<file path="src/rtl/onehot_scan_encoder.sv">
// Latches a WIDTH-bit request vector and emits the index of each set bit, one per handshake.
// Optional macro ONEHOT_SCAN_MSB_FIRST_EN switches emission order to highest index first.
module onehot_scan_encoder #(
  parameter int WIDTH = 8,
  localparam int IDX_W = $clog2(WIDTH)
) (
  input  logic             clk,
  input  logic             rst,
  input  logic             in_valid,
  output logic             in_ready,
  input  logic [WIDTH-1:0] in_vec,
  output logic             out_valid,
  input  logic             out_ready,
  output logic [IDX_W-1:0] out_idx,
  output logic             out_last,
  output logic             zero_err,
  output logic [IDX_W:0]   pend_cnt
);

  typedef enum logic [0:0] {
    IDLE = 1'b0,
    SCAN = 1'b1
  } state_t;

  state_t           state_r;
  state_t           state_nxt_s;
  logic [WIDTH-1:0] pend_r;
  logic [WIDTH-1:0] pend_nxt_s;
  logic             zero_err_r;
  logic             zero_nxt_s;
  logic [IDX_W-1:0] sel_idx_s;
  logic [IDX_W:0]   cnt_s;
  logic [WIDTH-1:0] sel_mask_s;

`ifdef ONEHOT_SCAN_MSB_FIRST_EN
  function automatic logic [IDX_W-1:0] pick_index(input logic [WIDTH-1:0] v);
    logic [IDX_W-1:0] r;
    r = {IDX_W{1'b0}};
    for (int i = 0; i < WIDTH; i++) begin
      if (v[i]) begin
        r = IDX_W'(i);
      end else begin
        r = r;
      end
    end
    return r;
  endfunction
`else
  function automatic logic [IDX_W-1:0] pick_index(input logic [WIDTH-1:0] v);
    logic [IDX_W-1:0] r;
    r = {IDX_W{1'b0}};
    for (int i = WIDTH - 1; i >= 0; i--) begin
      if (v[i]) begin
        r = IDX_W'(i);
      end else begin
        r = r;
      end
    end
    return r;
  endfunction
`endif

  function automatic logic [IDX_W:0] popcount(input logic [WIDTH-1:0] v);
    logic [IDX_W:0] c;
    c = {(IDX_W+1){1'b0}};
    for (int i = 0; i < WIDTH; i++) begin
      c = c + {{IDX_W{1'b0}}, v[i]};
    end
    return c;
  endfunction

  // Index selection and population count from the registered pending set only
  always_comb begin
    sel_idx_s  = pick_index(pend_r);
    cnt_s      = popcount(pend_r);
    sel_mask_s = {{(WIDTH-1){1'b0}}, 1'b1} << sel_idx_s;
  end

  // Next-state, next pending set and zero-vector flag
  always_comb begin
    state_nxt_s = state_r;
    pend_nxt_s  = pend_r;
    zero_nxt_s  = 1'b0;
    case (state_r)
      IDLE: begin
        if (in_valid) begin
          if (in_vec != {WIDTH{1'b0}}) begin
            pend_nxt_s  = in_vec;
            state_nxt_s = SCAN;
          end else begin
            zero_nxt_s  = 1'b1;
          end
        end else begin
          state_nxt_s = IDLE;
        end
      end
      SCAN: begin
        if (out_ready) begin
          pend_nxt_s = pend_r & ~sel_mask_s;
          if (cnt_s == {{IDX_W{1'b0}}, 1'b1}) begin
            state_nxt_s = IDLE;
          end else begin
            state_nxt_s = SCAN;
          end
        end else begin
          state_nxt_s = SCAN;
        end
      end
      default: begin
        state_nxt_s = IDLE;
        pend_nxt_s  = {WIDTH{1'b0}};
      end
    endcase
  end

  // State, pending set and error pulse registers
  always_ff @(posedge clk or posedge rst) begin
    if (rst) begin
      state_r    <= IDLE;
      pend_r     <= {WIDTH{1'b0}};
      zero_err_r <= 1'b0;
    end else begin
      state_r    <= state_nxt_s;
      pend_r     <= pend_nxt_s;
      zero_err_r <= zero_nxt_s;
    end
  end

  // Output decode; IDLE forces the index fields to their reset values
  always_comb begin
    in_ready  = 1'b1;
    out_valid = 1'b0;
    out_idx   = {IDX_W{1'b0}};
    out_last  = 1'b0;
    pend_cnt  = {(IDX_W+1){1'b0}};
    zero_err  = zero_err_r;
    if (state_r == SCAN) begin
      in_ready  = 1'b0;
      out_valid = 1'b1;
      out_idx   = sel_idx_s;
      out_last  = (cnt_s == {{IDX_W{1'b0}}, 1'b1});
      pend_cnt  = cnt_s;
    end else begin
      in_ready  = 1'b1;
      out_valid = 1'b0;
    end
  end

endmodule

</file>
<file path="config.mk">
export PLATFORM = sky130hd
export DESIGN_NAME = onehot_scan_encoder
export DESIGN_NICKNAME = d
export VERILOG_FILES = /design/src/rtl/onehot_scan_encoder.sv
export SDC_FILE = /design/constraint.sdc
export NUM_CORES = 1
export LEC_CHECK = 0
export CAP_MARGIN = 20
export CORE_MARGIN = 5
export CORE_UTILIZATION = 36
export CTS_CLUSTER_SIZE = 8
export DETAILED_ROUTE_END_ITERATION = 7
export PLACE_DENSITY = 0.74
export SLEW_MARGIN = 40
export SYNTH_ARGS = -nofsm -noshare
export SYNTH_HDL_FRONTEND = slang
export SYNTH_SLANG_ARGS = --single-unit
</file>
<file path="constraint.sdc">
create_clock -name clk -period 4.8 [get_ports clk]
set_input_delay 0.72 -clock clk [delete_from_list [all_inputs] [get_ports clk]]
set_output_delay 0.72 -clock clk [all_outputs]
set_load 0.03 [all_outputs]
</file>
==> qor.yml, run 1 <==
outcome:
  status: "complete, no violations"
place:
  place_hpwl_mm: 1.524
  dp.cells: 133
  routabilityCongestion: 0.8868
  portBuffers: 22
floorplanning:
  io-pin-count: 23
  coreArea_um2: 2148
  start_util_pct: 36.75
  dieArea_um2: 3230
  rows: 17
  fp.dieW_um: 56.83
  die_y_um: 56.83
flow_run:
  cap_violations: 0
cells_and_area:
  drive_above_1_share_pct: 9.174
  area_growth_pct: 34.87
  final_common_cell: "clkdlybuf4s50_1"
  fin_nets: 129
  final_cell_mix: "clkdlybuf4s50_1, inv_1, dfrtp_1"
  num_antenna_cells: 0
  nFillCells: 215
  stdcell_count: 137
worst_setup_path:
  end_kind: "primary output"
  cp_cell_sequence: "fa_1, inv_1, fa_1, fa_1, inv_1, ha_1, inv_1, fa_1, xnor2_1, and2_1, clkdlybuf4s50_1"
  cp_max_fo: 7
  worst-path-stages: 11
  crit_buf_inv: 4
  crit_top_cell: "fa_1"
  start_kind: "flip-flop"
  worstPathRequired_ns: 4.08
  ff2ff_path_depth: 13
  slowest_delay_ns: 0.66
  critical_path_arrival_ns: 3.90
  cp_top_family: "adder cells"
  cp_slowest_cell: "clkdlybuf4s50_1"
  crit_type: "flip-flop to primary output"
global_routing:
  grt_pass1_vias: 653
  grt_max_degree: 13
  grt_pass1_wl_mm: 3.008
  track_usage_pct: 11.96
  antenna_found_initial: 0
  grt_overflow: 0
timing:
  tns_ns: 0
  timing.final.hold_violations: 0
  rsz0062_at_grt: "false"
  relSlewSlack_pct: 69.32
  setup_violations: 0
  post-route-period-util_pct: 96.23
  skew_ns: 0.006057
  slew_viol_final: 0
  worst_pin_slew_ns: 0.4560
  fin_crit_ns: 4.619
  fmax_ghz: 0.2165
synth:
  netlist_instances: 85
  yosysWarnings: 0
  synth-seq-area-share_pct: 31.70
  synth_flop_cell: "dfrtp_1"
  synth_edf_count: 0
  syn-num-nets: 104
  async_flop_share_pct: 100.0
  postSynthAreaPerCell_um2: 9.288
  yosysUniqueCellTypes: 34
  synth_area_um2: 789.5
  ys_seq_elements: 10
cts:
  clk_pin_slew_ns: 0.07
  cts_root_buf: "clkbuf_4"
  h-tree-depth: 1
  cts_made_buffers: 3
  insertion_delay_ns: 0.27
  cts.sinks: 10
  holdBufCountCts: 0
  cts_tree: "built"
  clk_path_buf_depth: 2
detailed_routing:
  wl_mm: 1.835
  ant_nets: 0
  vias_per_cell: 5.241
  drc: 0
  wl_per_cell_um: 13.39
  vias: 718
  drt_pass1_iterations: 4
  initialDrtViolationCount: 41
worst_hold_path:
  hold_depth: 1
  hp-class: "flip-flop to flip-flop"
## final timing paths
check	from	to	slack, ns
worst min register to register	pend_r[4]$_DFFE_PP0P_	pend_r[4]$_DFFE_PP0P_	0.64
worst max-delay path	pend_r[0]$_DFFE_PP0P_	pend_cnt[2]	0.18
min in group asynchronous	rst	zero_err$_DFF_PP0_	0.71
worst max register to register	pend_r[0]$_DFFE_PP0P_	state_r$_DFF_PP0_	1.37
max in group asynchronous	rst	state_r$_DFF_PP0_	3.81
worst min-delay path	pend_r[4]$_DFFE_PP0P_	pend_r[4]$_DFFE_PP0P_	0.64
## cell usage after synthesis, drive strengths merged (2+ instances only)
| library cell | count | area (um^2) |
|---|---|---|
| inv | 14 | 52.55 |
| dfrtp | 10 | 250.2 |
| nor2 | 7 | 26.28 |
| a21o | 5 | 37.54 |
| a21oi | 4 | 20.02 |
| fa | 4 | 80.08 |
| nand2 | 4 | 15.01 |
| nor4 | 4 | 25.02 |
| a22o | 3 | 27.53 |
| and2 | 3 | 18.77 |
| ha | 3 | 37.54 |
| buf | 2 | 18.77 |
| nor2b | 2 | 15.02 |
| nor3 | 2 | 10.01 |
| o21ai | 2 | 10.01 |
| o41ai | 2 | 25.03 |
## stage by stage
step           area, um^2  utilization, %  hold slack [ns]  setup WS [ns]
6_report             1065           49.56           0.6380         0.1811
5_1_grt              1065           49.56           0.6668        0.03337
4_1_cts              1062           49.45           0.6298       0.006345
3_5_place_dp         1026           47.76           0.6153         0.3001
3_3_place_gp         1026           47.76           0.6133         0.3829
2_1_floorplan       789.5               -           0.5500         0.6041
## per-layer routing
| layer | vias up | part of all wire [%] | track usage [%] |
|---|---|---|---|
| li1 | 344 | - | - |
| met1 | 338 | 45 | 16.06 |
| met2 | 31 | 46 | 17.82 |
| met3 | 5 | 6.2 | 2.759 |
| met4 | 0 | 2.3 | 5.960 |
| met5 | - | 0 | 0 |
## state kept, by name, indices dropped and copies added (netlist names)
register / cells
pend_r: 8
state_r: 1
zero_err: 1
## cell type report
| cell class | instances | area [um^2] | share of cell area [%] |
|---|---|---|---|
| repair buffers | 22 | 222.7 | 20.92 |
| inverters | 14 | 52.55 | 4.935 |
| clock buffers | 4 | 36.28 | 3.408 |
| multi-input cells | 59 | 467.9 | 43.95 |
| flip-flops and latches | 10 | 250.2 | 23.50 |
| well taps | 28 | 35.03 | 3.290 |
## worst register-to-register path, stage by stage, from the launching register on
cell and delay [ns]:
dfrtp_1 0.47, fa_1 0.57, inv_1 0.05, fa_1 0.50, fa_1 0.42, inv_1 0.07, ha_1 0.16, inv_1 0.05
fa_1 0.37, xnor2_1 0.14, nand3b_1 0.17, nor2_1 0.12, nand2_1 0.07, a21o_1 0.18
## cell families after synthesis
logic type	Yosys count	synth area share [%]
and+or+nand+nor	28	20.29
AOI/OAI and AO/OA	23	22.98
buffers and inverters	16	9.033
DFF	10	31.70
adders and majority gates	7	14.90
xor gates and xnor gates	1	1.110
## repair_timing
item,in CTS,in global routing
endpoints found under the setup margin,0,1
gates resized for setup,0,1
buffers inserted,0,0
Power of run 1 is not shown: default switching activity piles up to over one toggle a cycle in this logic, so the estimate is an artifact.
==> run 2: changes to the inputs <==
--- a/config.mk
+++ b/config.mk
@@ -10,6 +10,7 @@
 export CORE_UTILIZATION = 36
 export CTS_CLUSTER_SIZE = 8
 export DETAILED_ROUTE_END_ITERATION = 7
+export HOLD_SLACK_MARGIN = 0.12
 export PLACE_DENSITY = 0.74
 export SLEW_MARGIN = 40
 export SYNTH_ARGS = -nofsm -noshare
==> results of run 2 <==
The final DEF is identical to that of run 1; final timing and power are the same.
Power of run 2 is left out for the same reason.
==> run 3: changes to the inputs <==
--- a/config.mk
+++ b/config.mk
@@ -7,11 +7,11 @@
 export LEC_CHECK = 0
 export CAP_MARGIN = 20
 export CORE_MARGIN = 5
-export CORE_UTILIZATION = 36
-export CTS_CLUSTER_SIZE = 8
+export CORE_UTILIZATION = 46
+export CTS_CLUSTER_SIZE = 20
 export DETAILED_ROUTE_END_ITERATION = 7
 export HOLD_SLACK_MARGIN = 0.12
-export PLACE_DENSITY = 0.74
+export PLACE_DENSITY = 0.89
 export SLEW_MARGIN = 40
 export SYNTH_ARGS = -nofsm -noshare
 export SYNTH_HDL_FRONTEND = slang
==> qor.yml, run 3 (synthesis gave the netlist of run 1 again) <==
worst_hold_path:
  min_from: "pend_r[4]$_DFFE_PP0P_"
  whs_endpoint: "pend_r[4]$_DFFE_PP0P_"
  hold_depth: 1  # unchanged
  hp-class: "flip-flop to flip-flop"
cts:
  h-tree-depth: 1  # unchanged
  clk_pin_slew_ns: 0.06  # about the same
  cts_root_buf: "clkbuf_4"
  cts.sinks: 10  # unchanged
  cts_tree: "built"
  cts_made_buffers: 3  # unchanged
  insertion_delay_ns: 0.26  # about the same
  clk_path_buf_depth: 2  # unchanged
floorplanning:
  start_util_pct: 47.27  # +11 points
  die_y_um: 51.43  # -9.5%
  dieArea_um2: 2645  # -18%
  fp.dieW_um: 51.43  # -9.5%
  rows: 15  # -2
  coreArea_um2: 1670  # -22%
  io-pin-count: 23  # unchanged
place:
  dp_slack_ns: 0.3034  # +0.003296 ns
  place_hpwl_mm: 1.576  # +3.4%
  routabilityCongestion: 0.9008  # +1.6%
  portBuffers: 22  # unchanged
worst_setup_path:
  r2r_end: "state_r$_DFF_PP0_"
  slowest_delay_ns: 0.67  # about the same
  start_kind: "flip-flop"
  ff2ff_path_depth: 13  # unchanged
  cp_max_fo: 7  # unchanged
  end_kind: "primary output"
  cp_cell_sequence: "fa_1, inv_1, fa_1, fa_1, inv_1, ha_1, inv_1, fa_1, xnor2_1, and2_1, clkdlybuf4s50_1"
  critical_path_arrival_ns: 3.91  # about the same
  crit_type: "flip-flop to primary output"
  r2r_start: "pend_r[0]$_DFFE_PP0P_"
  cp_slowest_cell: "clkdlybuf4s50_1"
  cp_top_family: "adder cells"
  crit_top_cell: "fa_1"
  r2r_setup_slack_ns: 1.39  # +0.02 ns
  worstPathRequired_ns: 4.08  # about the same
  crit_buf_inv: 4  # unchanged
cells_and_area:
  num_antenna_cells: 0  # unchanged
  final_cell_mix: "clkdlybuf4s50_1, inv_1, dfrtp_1"
  final_common_cell: "clkdlybuf4s50_1"
  largest_reg_flops: 8  # unchanged
  fin_nets: 129  # unchanged
  area_growth_pct: 32.65
  drive_above_1_share_pct: 9.174  # unchanged
  nFillCells: 141  # -34%
  regMostFlops: "pend_r"
timing:
  timing.final.hold_violations: 0  # unchanged
  holdWs_ns: 0.6409  # +0.002899 ns
  slew_viol_final: 0  # unchanged
  setup_violations: 0  # unchanged
  rsz0062_at_grt: "false"
  skew_ns: 0.006073  # +0.00001591 ns
  worst_pin_slew_ns: 0.5127  # +0.05673 ns
  fmax_ghz: 0.2159  # -0.26%
  post-route-period-util_pct: 96.48  # +0.25 points
  relSlewSlack_pct: 65.51  # -3.8 points
  fin_crit_ns: 4.631  # +0.01214 ns
  worst_slack_ns: 0.1690  # -0.01214 ns
  tns_ns: 0  # unchanged
detailed_routing:
  wl_mm: 1.882  # +2.6%
  initialDrtViolationCount: 16  # -61%
  vias_per_cell: 5.683  # +8.4%
  wl_per_cell_um: 14.94  # +12%
  drt_pass1_iterations: 4  # unchanged
  ant_nets: 0  # unchanged
  vias: 716  # -0.28%
  drc: 0  # unchanged
outcome:
  status: "complete, no violations"
global_routing:
  antenna_found_initial: 0  # unchanged
  track_usage_pct: 15.71  # +3.7 points
  grt_pass1_vias: 723  # +11%
  grt_pass1_wl_mm: 3.153  # +4.8%
  grt_overflow: 0  # unchanged
  grt_max_degree: 13  # unchanged
flow_run:
  cap_violations: 0  # unchanged
## run 3: cell count changes in the layout (fill, tap and decap cells not counted)
cell	change
dlygate4sd2_1	+1
dlymetal6s2s_1	-1
## run 3: final cells by class
cell class              count  area, um^2  area share [%]
clock buffers               4       36.28           3.465
inverters                  14       52.55           5.018
multi-input cells          59       467.9           44.68
flip-flops and latches     10       250.2           23.89
well taps                  17       21.27           2.031
repair buffers             22       219.0           20.91
## run 3: how the worst max path moves through the flow
stage | from | endpoint | slack [ns] | cells after the start
5_1_grt | pend_r[0]$_DFFE_PP0P_ | pend_cnt[2] | 0.01 | 11
3_3_place_gp | pend_r[0]$_DFFE_PP0P_ | out_last | 0.34 | 12
4_1_cts | pend_r[0]$_DFFE_PP0P_ | pend_cnt[2] | 0.16 | 11
3_5_place_dp | pend_r[0]$_DFFE_PP0P_ | out_last | 0.30 | 12
6_report | pend_r[0]$_DFFE_PP0P_ | pend_cnt[2] | 0.17 | 11
2_1_floorplan | pend_r[0]$_DFFE_PP0P_ | out_last | 0.60 | 11
## run 3: through the flow
| step | area (um^2) | utilization [%] | instances |
|---|---|---|---|
| floorplan | 789.5 | - | 85 |
| global placement | 1012 | 60.60 | 122 |
| detailed placement | 1012 | 60.60 | 122 |
| CTS | 1047 | 62.70 | 126 |
| global route | 1047 | 62.70 | 126 |
| finish | 1047 | 62.70 | 126 |
## run 3: routing by layer
metal	global-route usage, %	up-vias	wire, um
li1	-	348	-
met1	19.27	341	803
met2	25.42	25	971
met3	5.831	2	82
met4	4.803	0	24
met5	0	-	0
## run 3: timing repair
action	CTS	global route
hold buffers	0	0
endpoints found under the setup margin	1	0
resized for setup	1	0
buffers inserted	0	0
## run 3: worst reg2reg max path: stages (launching register included)
cell and delay (ns):
dfrtp_1 0.47, fa_1 0.56, inv_1 0.05, fa_1 0.49
fa_1 0.42, inv_1 0.07, ha_1 0.17, inv_1 0.06
fa_1 0.38, xnor2_1 0.14, nand3b_1 0.17, nor2_1 0.11
nand2_1 0.06, a21o_1 0.17
Power of run 3 is left out for the same reason.
